==> config.mk <==
export PLATFORM = sky130hd
export DESIGN_NAME = hazard_track
export DESIGN_NICKNAME = d
export VERILOG_FILES = /design/src/rtl/hazard_track.sv
export SDC_FILE = /design/constraint.sdc
export NUM_CORES = 1
export LEC_CHECK = 0
export CORE_MARGIN = 1
export CORE_UTILIZATION = 55
export DETAILED_ROUTE_END_ITERATION = 10
export MAX_ROUTING_LAYER = met4
export PLACE_DENSITY = 0.9
export SLEW_MARGIN = 20
export SYNTH_ARGS = -nofsm -noshare
export SYNTH_HDL_FRONTEND = slang
export SYNTH_SLANG_ARGS = --single-unit
export TNS_END_PERCENT = 1
==> constraint.sdc <==
create_clock -name clk -period 3.75 [get_ports clk]
set_input_delay 0.9375 -clock clk [delete_from_list [all_inputs] [get_ports clk]]
set_output_delay 0.9375 -clock clk [all_outputs]
set_load 0.02 [all_outputs]
==> src/rtl/hazard_track.sv <==
`default_nettype none
// ============================================================================
//  Module      : hazard_track
//  Description : Pipeline-side companion to the hazard unit of the 5-stage
//                core. It carries source/destination register addresses and
//                write controls from Decode through Execute, Memory and
//                Writeback. It produces the address-match and write-enable
//                signals the hazard unit consumes. It turns the hazard unit's
//                load-use stall and the branch-taken flush into Fetch/Decode/
//                Execute stall and flush controls. It also keeps saturating
//                stall and flush event counters.
//
//  Ports       : clk, reset        - rising-edge clock, async active-high reset
//                RA1D/RA2D/WA3D    - Decode source/destination addresses
//                RegWriteD         - Decode instruction writes the register file
//                MemtoRegD         - Decode instruction is a load
//                LDRstall          - load-use stall from the hazard unit
//                BranchTakenE      - branch resolved taken in Execute
//                cnt_clr           - synchronous clear of both counters
//                Match_*           - address comparisons for forwarding/stall
//                RegWriteE/M/W     - registered write enables per stage
//                MemtoRegE         - Execute instruction is a load
//                StallF/StallD/FlushD/FlushE - pipeline register controls
//                stall_cnt/flush_cnt - saturating event counters
//
//  Revision    : 1.0 - initial release
// ============================================================================
module hazard_track #(
    parameter int ADDR_W = 4,
    parameter int PC_REG = 15,
    parameter int CNT_W  = 16
) (
    input  logic              clk,
    input  logic              reset,
    input  logic [ADDR_W-1:0] RA1D,
    input  logic [ADDR_W-1:0] RA2D,
    input  logic [ADDR_W-1:0] WA3D,
    input  logic              RegWriteD,
    input  logic              MemtoRegD,
    input  logic              LDRstall,
    input  logic              BranchTakenE,
    input  logic              cnt_clr,
    output logic              Match_1E_M,
    output logic              Match_1E_W,
    output logic              Match_2E_M,
    output logic              Match_2E_W,
    output logic              Match_12D_E,
    output logic              RegWriteE,
    output logic              RegWriteM,
    output logic              RegWriteW,
    output logic              MemtoRegE,
    output logic              StallF,
    output logic              StallD,
    output logic              FlushD,
    output logic              FlushE,
    output logic [CNT_W-1:0]  stall_cnt,
    output logic [CNT_W-1:0]  flush_cnt
);

    localparam logic [ADDR_W-1:0] c_pc_reg  = ADDR_W'(PC_REG);
    localparam logic [CNT_W-1:0]  c_cnt_max = {CNT_W{1'b1}};

    // Execute stage
    logic [ADDR_W-1:0] r_ra1_e;
    logic [ADDR_W-1:0] r_ra2_e;
    logic [ADDR_W-1:0] r_wa3_e;
    logic              r_regwrite_e;
    logic              r_memtoreg_e;
    // Memory stage
    logic [ADDR_W-1:0] r_wa3_m;
    logic              r_regwrite_m;
    logic              r_memtoreg_m;
    // Writeback stage
    logic [ADDR_W-1:0] r_wa3_w;
    logic              r_regwrite_w;
    // Counters
    logic [CNT_W-1:0]  r_stall_cnt;
    logic [CNT_W-1:0]  r_flush_cnt;

    logic w_stall;
    logic w_flush_e;

    // A taken branch throws away the stalled instruction, so the branch
    // overrides the load-use stall for Fetch/Decode.
    assign w_stall   = LDRstall & ~BranchTakenE;
    assign w_flush_e = LDRstall | BranchTakenE;

    assign StallF = w_stall;
    assign StallD = w_stall;
    assign FlushD = BranchTakenE;
    assign FlushE = w_flush_e;

    // Execute register: loads Decode, or takes a bubble on flush.
    always_ff @(posedge clk or posedge reset) begin
        if (reset) begin
            r_ra1_e      <= '0;
            r_ra2_e      <= '0;
            r_wa3_e      <= '0;
            r_regwrite_e <= 1'b0;
            r_memtoreg_e <= 1'b0;
        end else if (w_flush_e) begin
            r_ra1_e      <= '0;
            r_ra2_e      <= '0;
            r_wa3_e      <= '0;
            r_regwrite_e <= 1'b0;
            r_memtoreg_e <= 1'b0;
        end else begin
            r_ra1_e      <= RA1D;
            r_ra2_e      <= RA2D;
            r_wa3_e      <= WA3D;
            r_regwrite_e <= RegWriteD;
            r_memtoreg_e <= MemtoRegD;
        end
    end

    // Memory and Writeback registers never stall or flush.
    always_ff @(posedge clk or posedge reset) begin
        if (reset) begin
            r_wa3_m      <= '0;
            r_regwrite_m <= 1'b0;
            r_memtoreg_m <= 1'b0;
            r_wa3_w      <= '0;
            r_regwrite_w <= 1'b0;
        end else begin
            r_wa3_m      <= r_wa3_e;
            r_regwrite_m <= r_regwrite_e;
            r_memtoreg_m <= r_memtoreg_e;
            r_wa3_w      <= r_wa3_m;
            r_regwrite_w <= r_regwrite_m;
        end
    end

    // Clear has priority over increment; increments stop at all-ones.
    always_ff @(posedge clk or posedge reset) begin
        if (reset) begin
            r_stall_cnt <= '0;
            r_flush_cnt <= '0;
        end else if (cnt_clr) begin
            r_stall_cnt <= '0;
            r_flush_cnt <= '0;
        end else begin
            if (w_stall && (r_stall_cnt != c_cnt_max)) begin
                r_stall_cnt <= r_stall_cnt + 1'b1;
            end
            if (BranchTakenE && (r_flush_cnt != c_cnt_max)) begin
                r_flush_cnt <= r_flush_cnt + 1'b1;
            end
        end
    end

    // Matches are not qualified with RegWrite; the hazard unit does that.
    // The PC register is never forwarded, so matches on it are suppressed.
    assign Match_1E_M  = (r_ra1_e == r_wa3_m) && (r_ra1_e != c_pc_reg);
    assign Match_1E_W  = (r_ra1_e == r_wa3_w) && (r_ra1_e != c_pc_reg);
    assign Match_2E_M  = (r_ra2_e == r_wa3_m) && (r_ra2_e != c_pc_reg);
    assign Match_2E_W  = (r_ra2_e == r_wa3_w) && (r_ra2_e != c_pc_reg);
    assign Match_12D_E = ((RA1D == r_wa3_e) && (RA1D != c_pc_reg)) ||
                         ((RA2D == r_wa3_e) && (RA2D != c_pc_reg));

    assign RegWriteE = r_regwrite_e;
    assign RegWriteM = r_regwrite_m;
    assign RegWriteW = r_regwrite_w;
    assign MemtoRegE = r_memtoreg_e;
    assign stall_cnt = r_stall_cnt;
    assign flush_cnt = r_flush_cnt;

    // Loads in Memory are tracked for completeness of the stage record but
    // nothing downstream of this block consumes it.
    logic w_unused;
    assign w_unused = r_memtoreg_m;

endmodule
`default_nettype wire

# ---- After elaboration in Yosys (flattened, before gate mapping)
# Cells that the tools add are included.
dict set report word_totals {
  regBits 56
  inputBits 19
  out_inout_bits 45
  elab_cells 48
}
dict set report op_classes {
  add_sub_neg 2
  eq_ne 12
  muxes 9
  bitwise_logic 3
  reduce_logical 11
}
# cell n
set ops {}
lappend ops {{16-bit 2-to-1 mux} 4}
lappend ops {{16-bit by 1-bit adder with 16-bit output, second input constant} 2}
lappend ops {{16-bit inequality test, second input constant} 2}
lappend ops {{4-bit equality test} 6}
lappend ops {{4-bit inequality test, second input constant} 4}
lappend ops {{4-bit 2-to-1 mux} 3}
lappend ops {{1-bit logical AND} 8}
lappend ops {{2-bit nonzero test} 2}
lappend ops {{1-bit 2-to-1 mux} 2}
lappend ops {{1-bit bitwise AND} 1}
lappend ops {{1-bit logical OR} 1}
lappend ops {{1-bit NOT} 1}
lappend ops {{1-bit OR} 1}

# ---- Longest topological paths before layout
# Gate-level depths: netlist of run 1.
dict set report logic_depth {
  depth_word 5
  ltp_mapped 6
  ltp_nobuf 5
}

# ---- Worst setup path before layout of run 1
# Ideal clock, no wire load.
dict set report synth_path {
  kind {input to output}
  start {input port RA2D[1]}
  end {output port Match_12D_E}
  arrival_time_ns 1.510
  setup_slack_ns 1.302
  cell_stages 3
  path_buffers 0
  path_cell_list {xor2_1 -> nor3_1 -> a22o_1}
}
dict set report synth_between {
  elab_chain_cells 3
  word_cells_on_any_way 4
  cone_classes {eq/ne (2); reduce/logical (2)}
}
# item line_no
set synth_lines {}
lappend synth_lines {{from (decl)} 36} ;# input logic [ADDR_W-1:0] RA2D,
lappend synth_lines {{4-bit equality test or 4-bit inequality test (tied branches)} 158} ;# ((RA2D == r_wa3_e) && (RA2D != c_pc_reg));
lappend synth_lines {{1-bit logical AND (*)} 158}
lappend synth_lines {{1-bit logical OR (*)} 157} ;# assign Match_12D_E = ((RA1D == r_wa3_e) && (RA1D != c_pc_reg)) ||
lappend synth_lines {{to (decl)} 47} ;# output logic Match_12D_E,
# Mark *: on every way between the ends. The rest lies on a longest branch, timed or not.

# ---- Worst setup path after layout of run 1
dict set report layout_path {
  start {input port LDRstall}
  end {output port FlushE}
}
dict set report layout_between {
  elab_chain_cells 1
}
# item line_no
set layout_lines {}
lappend layout_lines {{from (decl)} 40} ;# input logic LDRstall,
lappend layout_lines {{1-bit OR} 86} ;# assign w_flush_e = LDRstall | BranchTakenE;
lappend layout_lines {{to (decl)} 55} ;# output logic FlushE,
# Every way passes these cells.

==> results of run 1 <==
## synthesized netlist by cell type, types with 2 or more instances
| master | count |
|---|---|
| mux2_2 | 5 |
| and4_1 | 5 |
| a211oi_2 | 2 |
| o21ai_1 | 2 |
| nand4_2 | 3 |
| or3_1 | 8 |
| dfrtp_1 | 56 |
| and3_1 | 4 |
| a21oi_1 | 19 |
| nand2_1 | 13 |
| ha_1 | 2 |
| o31ai_1 | 8 |
| and2_1 | 16 |
| nor3_1 | 12 |
| nor2_1 | 15 |
| xnor2_1 | 9 |
| nor2b_1 | 7 |
| buf_4 | 3 |
| or4_1 | 7 |
| nor4_4 | 3 |
| mux2i_1 | 2 |
| nand4_1 | 10 |
| inv_1 | 5 |
| clkbuf_1 | 3 |
| nor4_1 | 3 |
| o21ai_0 | 11 |
| nand3_1 | 18 |
| xor2_1 | 14 |
## how the worst min path moves through the flow
stage / end / startpoint / depth (start not counted) / slack (ps)
after global placement: RegWriteW / RegWriteM / 0 / 360
after global routing: RegWriteM / RegWriteE / 0 / 410
final: RegWriteW / RegWriteM / 0 / 390
after detailed placement: RegWriteM / RegWriteE / 0 / 370
after floorplan: r_wa3_m[0] / r_wa3_e[0] / 0 / 400
after CTS: RegWriteW / RegWriteM / 0 / 390
## per-stage QoR
stage               setup WS (ps)  util (%)  power [mW]  hold WS (ps)  instance area (um^2)
global route                 37.5      72.8        1.16           412                  3740
floorplan                    1300         -       0.713           405                  2940
CTS                           138      72.8        1.12           392                  3740
finish                        124      72.8        1.11           386                  3740
detailed placement            138      71.0       0.781           368                  3650
global placement              245      71.0       0.777           363                  3650
## critical path, delay by kind of cell
family / cells / cell delay (ps)
AND/OR/NAND/NOR: 1 / 580
buffers and inverters: 3 / 1160
## report_power, final
| group | total (mW) | switching [mW] | leakage [nW] | internal (mW) |
|---|---|---|---|---|
| Sequential | 0.631 | 0.0149 | 0.768 | 0.617 |
| Combinational | 0.137 | 0.0694 | 0.757 | 0.0672 |
| Clock | 0.346 | 0.208 | 0.0463 | 0.138 |
| Total | 1.11 | 0.292 | 1.57 | 0.821 |
## cell type report
cell class | instances | area [um^2]
tap | 70 | 87.6
timing repair buffer | 68 | 668
clock buffer | 5 | 68.8
fill | 401 | 1400
inverter | 6 | 23.8
multi-input combinational | 213 | 1470
sequential | 56 | 1400
clock inverter | 3 | 27.5
## layer usage
layer,global-route usage (%),vias to the layer above,part of all wire (%)
met4,10.1,0,1.2
li1,-,1178,-
met5,-,-,0
met3,4.15,9,4.8
met2,44.6,86,52
met1,32.7,1236,42
## flip-flops by register name, summed over array words and instances, names as in the netlist, 4 cells and up
signal and cells:
r_wa3_w 4, r_ra1_e 4, flush_cnt 16, r_ra2_e 4
r_wa3_e 4, stall_cnt 16, r_wa3_m 4
## cell families (layout without fill, tap and decap cells)
| group | after synthesis | after routing | synth area share (%) |
|---|---|---|---|
| AND/OR/NAND/NOR | 130 | 130 | 28.4 |
| flip-flops | 56 | 56 | 47.6 |
| XOR/XNOR | 23 | 23 | 6.85 |
| multiplexers | 8 | 8 | 2.98 |
| buffers and inverters | 14 | 82 | 2.55 |
| adder cells (fa/ha/maj) | 2 | 2 | 0.850 |
| AO/OA/AOI/OAI | 50 | 50 | 10.8 |
==> results.tsv, run 1 <==
metric	value	unit
routed vias	2509	
commonest non-fill, non-tap cell in the layout	clkdlybuf4s50_1	
post_cts resized	0	
worst setup path startpoint	LDRstall	
hold_buf cts	0	
Die ar.	5650	um^2
Inst Count DP	413	
Max VDD drop	0.160	mV
status	finished, final reports clean	
Startpoint Class	input port	
Routability Congestion	0.938	
RR Endpoint	flush_cnt[14]	
nets@finish	371	
Root Buffer	clkbuf_8	
hpwl dp	5000	um
setup TNS	0	ps
Ys Warns	0	
kind of end point of the critical path	output port	
largest net degree at the start of global routing	28	
postcts setup bufs	0	
clock buffer count from CTS	5	
Detailed Route Iter0 Violations	212	
Post-DRT Antenna Nets	0	
PD cells	297	nW/um^2
routed vias/inst	5.96	
fin crit period	3630	ps
Slew headroom	48.5	%
top cell type's share of synthesized area	47.6	%
CTS tree	done	
first-pass GRT wire length	10900	um
final setup fails	0	
Clk Latency, worst-skew pair	310	ps
Worst Path Arrival	2690	ps
final WL	6700	um
Post-synth EDFFs	0	
P&R area growth vs syn	27.2	%
R2R Setup Slk	1820	ps
RSZ-0062 raised after global routing	false	
achievable frequency	276	MHz
ANT cells	0	
Yosys top cell by area	dfrtp_1	
reg-to-reg startpoint	flush_cnt[0]	
sequential area share after synthesis	47.6	%
Post-route DRC	0	
Worst Skew	5.77	ps
Most used DFF post-synth	dfrtp_1	
most frequent cells in the layout	clkdlybuf4s50_1 (63), dfrtp_1 (56), a21oi_1 (19)	
CORE AREA	5140	um^2
max incr delay on CP	580	ps
worst reg2reg path depth	5	
DIE HEIGHT	75.1	um
final non-filler cell total	421	
max-capacitance violation count	0	
Hold Fails Final Rpt	0	
Final Max Slew Viols	0	
clk sinks	56	
FFs w/ async S/R, synth	100	%
Die Width	75.1	um
drt wl/cell	15.9	um
H-Tree Depth	2	
CP Max Fanout	15	
Top Ports	64	
worst min-delay path class	register to register	
share of cells above drive strength 1	9.69	%
Post-Syn Instances	283	
Initial Utilization	57.3	%
P_leak	1.57	nW
CP Cell Sequence	clkdlybuf4s50_1, nor2_1, inv_1, clkdlybuf4s50_1	
Overflow after GRT	0	
TritonRoute pass-1 iters	5	
post-synthesis instance area	2940	um^2
PortBufs	63	
cell mode on critical path	clkdlybuf4s50_1	
initial antenna violation count	0	
synth top area cells	dfrtp_1 (48%), xor2_1 (4.2%), and2_1 (3.4%)	
clock slew at reported path FFs	100	ps
post-synth cell types	46	
Critical Path End	FlushE	
worst path required time	2810	ps
CP max-delay cell	nor2_1	
clock buffer depth	2	
vias in the first global route	2338	
syn_area_per_cell	10.4	um^2
row count	26	
syn nets	304	
Worst Max-Slew Pin Slew	769	ps
Tcrit/Tclk final	96.7	%
Total GRT Usage	26.7	%
WS Path Type	input port to output port	
FF+latch count, synth	56	
(Power assumes the default switching activity.)
==> inputs of run 2 (changes only) <==
--- a/config.mk
+++ b/config.mk
@@ -5,6 +5,7 @@
 export SDC_FILE = /design/constraint.sdc
 export NUM_CORES = 1
 export LEC_CHECK = 0
+export CORE_ASPECT_RATIO = 2
 export CORE_MARGIN = 1
 export CORE_UTILIZATION = 55
 export DETAILED_ROUTE_END_ITERATION = 10
==> run 2 against run 1 <==
Against the previous run:
- sequential power is essentially flat
- flip-flop and latch count is the same
- global-route usage grew 0.68 points
- wire length grew 3.6%
- critical endpoint is now Match_12D_E
- combinational power is essentially flat
==> results.tsv, run 2 (synthesized netlist as in run 1, its figures left out) <==
metric	value	unit	change
status	finished, final reports clean		unchanged
Die ar.	5670	um^2	was 5650 um^2
post_cts resized	0		unchanged
fin crit period	3480	ps	was 3630 ps
DIE HEIGHT	105	um	was 75.1 um
most frequent cells in the layout	clkdlybuf4s50_1 (63), dfrtp_1 (56), a21oi_1 (19)		unchanged
RR Endpoint	flush_cnt[14]		unchanged
CP delay by family, top	buffers and inverters		unchanged
row count	37		was 26
commonest non-fill, non-tap cell in the layout	clkdlybuf4s50_1		unchanged
reg-to-reg startpoint	flush_cnt[0]		unchanged
PortBufs	63		unchanged
routed vias/inst	6.21		was 5.96
Reg power frac	55.9	%	was 56.7%
R2R Setup Slk	1820	ps	about the same
Worst Skew	7.20	ps	was 5.77 ps
Slew headroom	57.4	%	was 48.5%
clock slew at reported path FFs	110	ps	was 100 ps
Critical Path End	Match_12D_E		was FlushE
Root Buffer	clkbuf_8		unchanged
Filler cells	382		was 401
max incr delay on CP	600	ps	was 580 ps
WS Path Type	input port to output port		unchanged
Final Max Slew Viols	0		unchanged
H-Tree Depth	2		unchanged
TritonRoute pass-1 iters	4		was 5
Tcrit/Tclk final	92.8	%	was 96.7%
CP max-delay cell	clkdlybuf4s50_1		was nor2_1
vias in the first global route	2504		was 2338
Post-DRT Antenna Nets	0		unchanged
CTS tree	done		unchanged
CP Cell Sequence	clkdlybuf4s50_1, xor2_1, nor3_1, a22o_1, clkdlybuf4s50_1		was clkdlybuf4s50_1, nor2_1, inv_1, clkdlybuf4s50_1
Hold Slack	401	ps	was 386 ps
initial antenna violation count	0		unchanged
P_leak	1.58	nW	was 1.57 nW
kind of end point of the critical path	output port		unchanged
Detailed Route Iter0 Violations	56		was 212
routed vias	2547		was 2509
CORE AREA	5140	um^2	about the same
Final Util	72.7	%	was 72.8%
Worst Max-Slew Pin Slew	635	ps	was 769 ps
worst reg2reg path depth	5		unchanged
P&R area growth vs syn	27.0	%	was 27.2%
Overflow after GRT	0		unchanged
Initial Utilization	57.3	%	about the same
postcts setup bufs	0		unchanged
Finished Cell Area	3740	um^2	about the same
final setup fails	0		unchanged
Top Ports	64		unchanged
Psw	0.305	mW	was 0.292 mW
clock buffer count from CTS	5		unchanged
Clk Latency, worst-skew pair	320	ps	was 310 ps
hold_buf cts	0		unchanged
internal power	0.826	mW	was 0.821 mW
share of cells above drive strength 1	9.94	%	was 9.69%
CP Max Fanout	3		was 15
clock buffer depth	2		unchanged
Startpoint Class	input port		unchanged
worst path required time	2810	ps	about the same
worst min-delay path class	register to register		unchanged
Worst Path Arrival	2540	ps	was 2690 ps
ANT cells	0		unchanged
Clock power frac	32.0	%	was 31.0%
RSZ-0062 raised after global routing	false		unchanged
PD cells	303	nW/um^2	was 297 nW/um^2
worst setup path startpoint	RA2D[1]		was LDRstall
clk sinks	56		unchanged
Hold Fails Final Rpt	0		unchanged
WP buf/inv	2		was 3
Post-route DRC	0		unchanged
achievable frequency	287	MHz	was 276 MHz
Max VDD drop	0.367	mV	was 0.160 mV
Net Sw Frac	27.0	%	was 26.3%
first-pass GRT wire length	11100	um	was 10900 um
placed cell area	3640	um^2	was 3650 um^2
Total GRT Usage	27.3	%	was 26.7%
critical path depth	5		was 4
largest net degree at the start of global routing	28		unchanged
setup TNS	0	ps	unchanged
Comb pwr share	12.1	%	was 12.3%
max-capacitance violation count	0		unchanged
cell mode on critical path	clkdlybuf4s50_1		unchanged
nets@finish	372		was 371
hpwl dp	5170	um	was 5000 um
drt wl/cell	16.9	um	was 15.9 um
Routability Congestion	0.894		was 0.938
final WL	6940	um	was 6700 um
Die Width	53.7	um	was 75.1 um
## run 2: cell count changes in the layout (fill, tap and decap cells not counted), sizes merged
cell	delta
clkinvlp	-1
buf	+1
clkinv	-1
inv	+2
## run 2: power by group through the flow
stage               logic, mW  registers (mW)  clock network [mW]
floorplan              0.0670           0.646                   0
global placement        0.135           0.643                   0
detailed placement      0.138           0.644                   0
CTS                     0.139           0.632               0.370
global route            0.148           0.634               0.390
finish                  0.137           0.633               0.362
## run 2: layout make-up
class,instances,area [um^2],share of cell area (%)
well taps,58,72.6,1.94
multi-input cells,213,1470,39.2
clock buffers,5,68.8,1.84
repair buffers,69,676,18.1
inverters,6,23.8,0.636
flip-flops and latches,56,1400,37.5
clock inverters,3,28.8,0.770
## run 2: metrics by stage
step	instances	power, mW	setup slack, ps
final	410	1.13	271
after global routing	410	1.17	227
after CTS	410	1.14	265
after detailed placement	402	0.782	265
after global placement	402	0.778	272
after floorplan	283	0.713	1300
## run 2: how the worst min path moves through the flow
stage / cells past startpoint / slack (ps) / end / from
2_1_floorplan: 0 / 400 / r_wa3_m[0] / r_wa3_e[0]
3_3_place_gp: 0 / 370 / RegWriteW / RegWriteM
3_5_place_dp: 0 / 370 / RegWriteM / RegWriteE
4_1_cts: 0 / 400 / RegWriteM / RegWriteE
5_1_grt: 0 / 410 / RegWriteM / RegWriteE
6_report: 0 / 400 / RegWriteM / RegWriteE
## run 2: per-layer routing
metal | global-route usage, % | share of wire [%] | vias to the layer above
li1 | - | - | 1182
met1 | 27.2 | 36 | 1268
met2 | 47.9 | 58 | 81
met3 | 5.05 | 3.6 | 16
met4 | 12.8 | 2.6 | 0
met5 | - | 0 | -
==> RTL edit 1, RTL diff (flow settings as in run 1) <==
Change the parameter `ADDR_W` from 4 to 5.
--- a/src/rtl/hazard_track.sv
+++ b/src/rtl/hazard_track.sv
@@ -26,7 +26,7 @@
 //  Revision    : 1.0 - initial release
 // ============================================================================
 module hazard_track #(
-    parameter int ADDR_W = 4,
+    parameter int ADDR_W = 5,
     parameter int PC_REG = 15,
     parameter int CNT_W  = 16
 ) (
Ports: changed (resized RA1D, RA2D and WA3D); port bits go from 64 to 67. No check against the original RTL was run, so the function may have changed too.
==> RTL edit 1 against run 1 <==
Cell area increased by 7.0%. Total power increased by 39%. Sequential cell count increased by 5. Sequential power increased by 9.5%. Fmax increased by 0.53%. Worst setup slack improved by 0.019 ns. Routed wire length increased by 5.7%. Synthesized area increased by 1.9%. Worst hold slack got worse by 0.0060 ns. Critical path depth increased by 1. Register-to-register slack got worse by 0.25 ns. Cell count increased by 3.6%. Sequential share of layout area increased by 0.68 points. Critical path type unchanged. Critical endpoint is now Match_12D_E. Largest power group is now clock.
==> RTL edit 1: results (changes against run 1) <==
status=finished, final reports clean; crit path max-delay cell type=clkdlybuf4s50_1; Setup WS post-layout=0.143 ns (+0.0189 ns); HPWL Detailed=4.96 mm (-0.67%); Clk Tree Root Cell=clkbuf_8; # diodes=0 (unchanged); drt pass-1 iters=4 (-1); CTS Buf Count=9 (+4); nets=385 (+3.8%); count of input and output buffers=66 (+4.8%); Post-synth ARST share=1.00 (unchanged); distinct cell type count of the synthesized netlist=45 (-2.2%); vias in the first global route=2387 (+2.1%); Hold Path End=RegWriteW$_DFF_PP0_; GR Util All Layers=0.275 (+0.00809); Vias=2563 (+2.2%); crit path DAT=2.67 ns (-0.02 ns); post-CTS setup buffer count=0 (unchanged); first-pass GRT wire length=11.3 mm (+3.8%); maximum vdd drop=275 uV (+72%); Worst Hold Depth=0 (unchanged); r2r endpoint=stall_cnt[15]$_DFFE_PP0P_; largest net degree at the start of global routing=62 (+120%); Synth top cells by count=61 x dfrtp_1, 20 x a21oi_1, 19 x xor2_1; # fillers=330 (-18%); clock network latency to the later pin of the worst-skew pair=0.33 ns (+0.02 ns); Clock Path Buffers=2 (unchanged); RePlAce Congestion=0.888 (-5.3%); synth warn=0 (unchanged); final period utilization=0.962 (-0.00505); CTS resizes=0 (unchanged); share of cells above drive strength 1=0.0874 (-0.00943); Setup WS pre-CTS=0.164 ns (+0.0259 ns); crit-path max FO=3 (-12); Seq/Total Area, Yosys=0.509 (+0.0330); R2R setup slack=1.57 ns (-0.25 ns); DRT Wirelength=7.08 mm (+5.7%); Slew Limit Headroom=0.438 (-0.0471); Clk pin slew, worst setup/hold paths=0.07 ns (-0.03 ns); r2r startpoint=stall_cnt[0]$_DFFE_PP0P_; Clock Skews=0.00530 ns (-0.000469 ns); initial antenna violation count=0 (unchanged); P_leak=1.66 nW (+5.8%); largest cells by area after synthesis=dfrtp_1 51%, xor2_1 5.6%, and2_1 3.5%; Min-Delay Startpoint=RegWriteM$_DFF_PP0_; H-tree levels=3 (+1); Syn Nets=311 (+2.3%); Worst Hold Class=reg -> reg; Worst R2R Path Depth=5 (unchanged); Worst path max stage delay=0.59 ns; 1st-iter DRT viols=257 (+21%); Post-synth EDFFs=0 (unchanged)
-- RTL edit 1: cell count changes after synthesis, moves of 5 or more --
cell	run 1	this run
nor4_1	3	11
xor2_1	14	19
nand3_1	18	12
dfrtp_1	56	61
nor3_1	12	5
-- RTL edit 1: kinds of logic after synthesis --
logic type               Yosys count  synth area share
AND/OR/NAND/NOR                  122             0.242
flip-flops                        61             0.509
AO/OA/AOI/OAI                     49             0.105
XOR/XNOR                          31            0.0906
buffers and inverters             16            0.0229
multiplexers                       6            0.0221
adder cells (fa/ha/maj)            2           0.00835
-- RTL edit 1: worst max-delay path by stage --
stage / startpoint / end / cells past startpoint
2_1_floorplan: RA1D[2] / Match_12D_E / 3
3_3_place_gp: RA1D[2] / Match_12D_E / 5
3_5_place_dp: RA1D[2] / Match_12D_E / 5
4_1_cts: RA1D[2] / Match_12D_E / 5
5_1_grt: RA1D[2] / Match_12D_E / 5
6_report: RA1D[2] / Match_12D_E / 5
-- RTL edit 1: report_power, final --
group	switching (W)	internal, W	leakage [nW]
Sequential	0.0000176	0.000673	0.835
Combinational	0.0000717	0.0000734	0.709
Clock	0.000257	0.000458	0.119
Total	0.000347	0.00120	1.66
-- RTL edit 1: routing by layer --
| layer | part of all wire | GRT usage |
|---|---|---|
| met5 | 0 | - |
| met4 | 0.0092 | 0.105 |
| met3 | 0.038 | 0.0450 |
| met2 | 0.52 | 0.437 |
| met1 | 0.43 | 0.355 |
-- RTL edit 1: through the flow --
stage	total power (W)	hold slack, ns	utilization	area (um2)	cells
2_1_floorplan	0.000775	0.407	-	3000	287
3_3_place_gp	0.000845	0.359	0.726	3760	420
3_5_place_dp	0.000849	0.369	0.726	3760	420
4_1_cts	0.00156	0.384	0.774	4010	436
5_1_grt	0.00160	0.387	0.774	4010	436
6_report	0.00155	0.380	0.774	4010	436
-- RTL edit 1: final cells by class --
class / instances / share of cell area
clock inverters: 6 / 0.0275
flip-flops and latches: 61 / 0.381
repair buffers: 71 / 0.177
clock buffers: 10 / 0.0344
inverters: 8 / 0.00750
multi-input cells: 210 / 0.350
well taps: 70 / 0.0219
-- RTL edit 1: worst max-delay path: cells and delay by family --
kind | cells | cell delay, ns
AO/OA/AOI/OAI | 1 | 0.19
XOR/XNOR | 1 | 0.18
buffers and inverters | 2 | 1.05
AND/OR/NAND/NOR | 1 | 0.30
==> RTL edit 2, RTL diff (settings of run 1) <==
Without the edit above. Reset style: synchronous (`reset`), changed in 3 clocked blocks. Comments in the files are not updated.
--- a/src/rtl/hazard_track.sv
+++ b/src/rtl/hazard_track.sv
@@ -91,7 +91,7 @@
     assign FlushE = w_flush_e;
 
     // Execute register: loads Decode, or takes a bubble on flush.
-    always_ff @(posedge clk or posedge reset) begin
+    always_ff @(posedge clk) begin
         if (reset) begin
             r_ra1_e      <= '0;
             r_ra2_e      <= '0;
@@ -114,7 +114,7 @@
     end
 
     // Memory and Writeback registers never stall or flush.
-    always_ff @(posedge clk or posedge reset) begin
+    always_ff @(posedge clk) begin
         if (reset) begin
             r_wa3_m      <= '0;
             r_regwrite_m <= 1'b0;
@@ -131,7 +131,7 @@
     end
 
     // Clear has priority over increment; increments stop at all-ones.
-    always_ff @(posedge clk or posedge reset) begin
+    always_ff @(posedge clk) begin
         if (reset) begin
             r_stall_cnt <= '0;
             r_flush_cnt <= '0;
Behaviour: differs if reset is asserted again (counterexample within 4 cycles, from zero or initial values and one cycle with reset high); with reset held inactive, the same outputs for 10 cycles.
==> RTL edit 2 against run 1 <==
Routed wire length is 9.3% lower. Clock power is 3% lower. Synthesized area is 9.7% lower. Sequential share of layout area is 4.4 points lower. Utilization is 2.5 points higher. Cell area is 9.4% lower. Worst setup slack better by 0.16 ns. Critical path depth stayed put. Synthesized cell count is 5.3% higher. Fmax is 4.7% higher. Sequential cell count stayed put. Total power is 6.4% lower.
==> RTL edit 2: results (changes against run 1) <==
nonclk buf count=65 (-4.4%); maximum vdd drop=218 uV (+37%); crit-path max FO=9 (-6); Post-synth ARST share=0 (-1.00); P_leak=1.21 nW (-23%); DP Area=3300 um2 (-9.6%); status=finished, final reports clean; sequential cell area share=0.330 (-0.0439); Multi-input gate area=1440 um2 (-2.1%); RePlAce Congestion=0.869 (-7.4%); WHS=0.475 ns (+0.0894 ns); Hold Path End=RegWriteM$_SDFF_PP0_; Critical path origin=BranchTakenE; Worst path max stage delay=0.62 ns (+0.04 ns); Seq/Total Area, Yosys=0.422 (-0.0541); Min-Delay Startpoint=RegWriteE$_SDFF_PP0_; clk tree area frac=0.0284 (+0.00266); # fillers=330 (-18%); Worst Hold Depth=1 (+1); r2r endpoint=stall_cnt[3]$_SDFFE_PP0P_; crit path DAT=2.53 ns (-0.16 ns); nets=378 (+1.9%); Syn Nets=319 (+4.9%); largest net degree at the start of global routing=20 (-29%); Vias=2528 (+0.76%); buffer share of cell area=0.190 (+0.0118)
RTL edit 2: cell families after synthesis:
kind of cell / share of synthesized area
fa+ha+maj: 0.00942
simple gates: 0.303
xor+xnor: 0.0791
buf+inv: 0.0377
mux: 0.00754
compound gates: 0.141
flops: 0.422
RTL edit 2: metrics by stage:
step | cells | setup WS [ns] | utilization | power, W
floorplan | 298 | 1.28 | - | 0.000669
global placement | 402 | 0.339 | 0.732 | 0.000716
detailed placement | 402 | 0.276 | 0.732 | 0.000718
CTS | 410 | 0.272 | 0.753 | 0.00105
global route | 410 | 0.193 | 0.753 | 0.00109
finish | 410 | 0.285 | 0.753 | 0.00104
RTL edit 2: layer usage:
layer  share of wire  track usage  routed length, um  up-vias
met5               0            -                  0        -
met4           0.017       0.0959                101        0
met3           0.061       0.0534                370       12
met2            0.50        0.418               3020       99
met1            0.43        0.316               2590     1201
li1                -            -                  -     1216
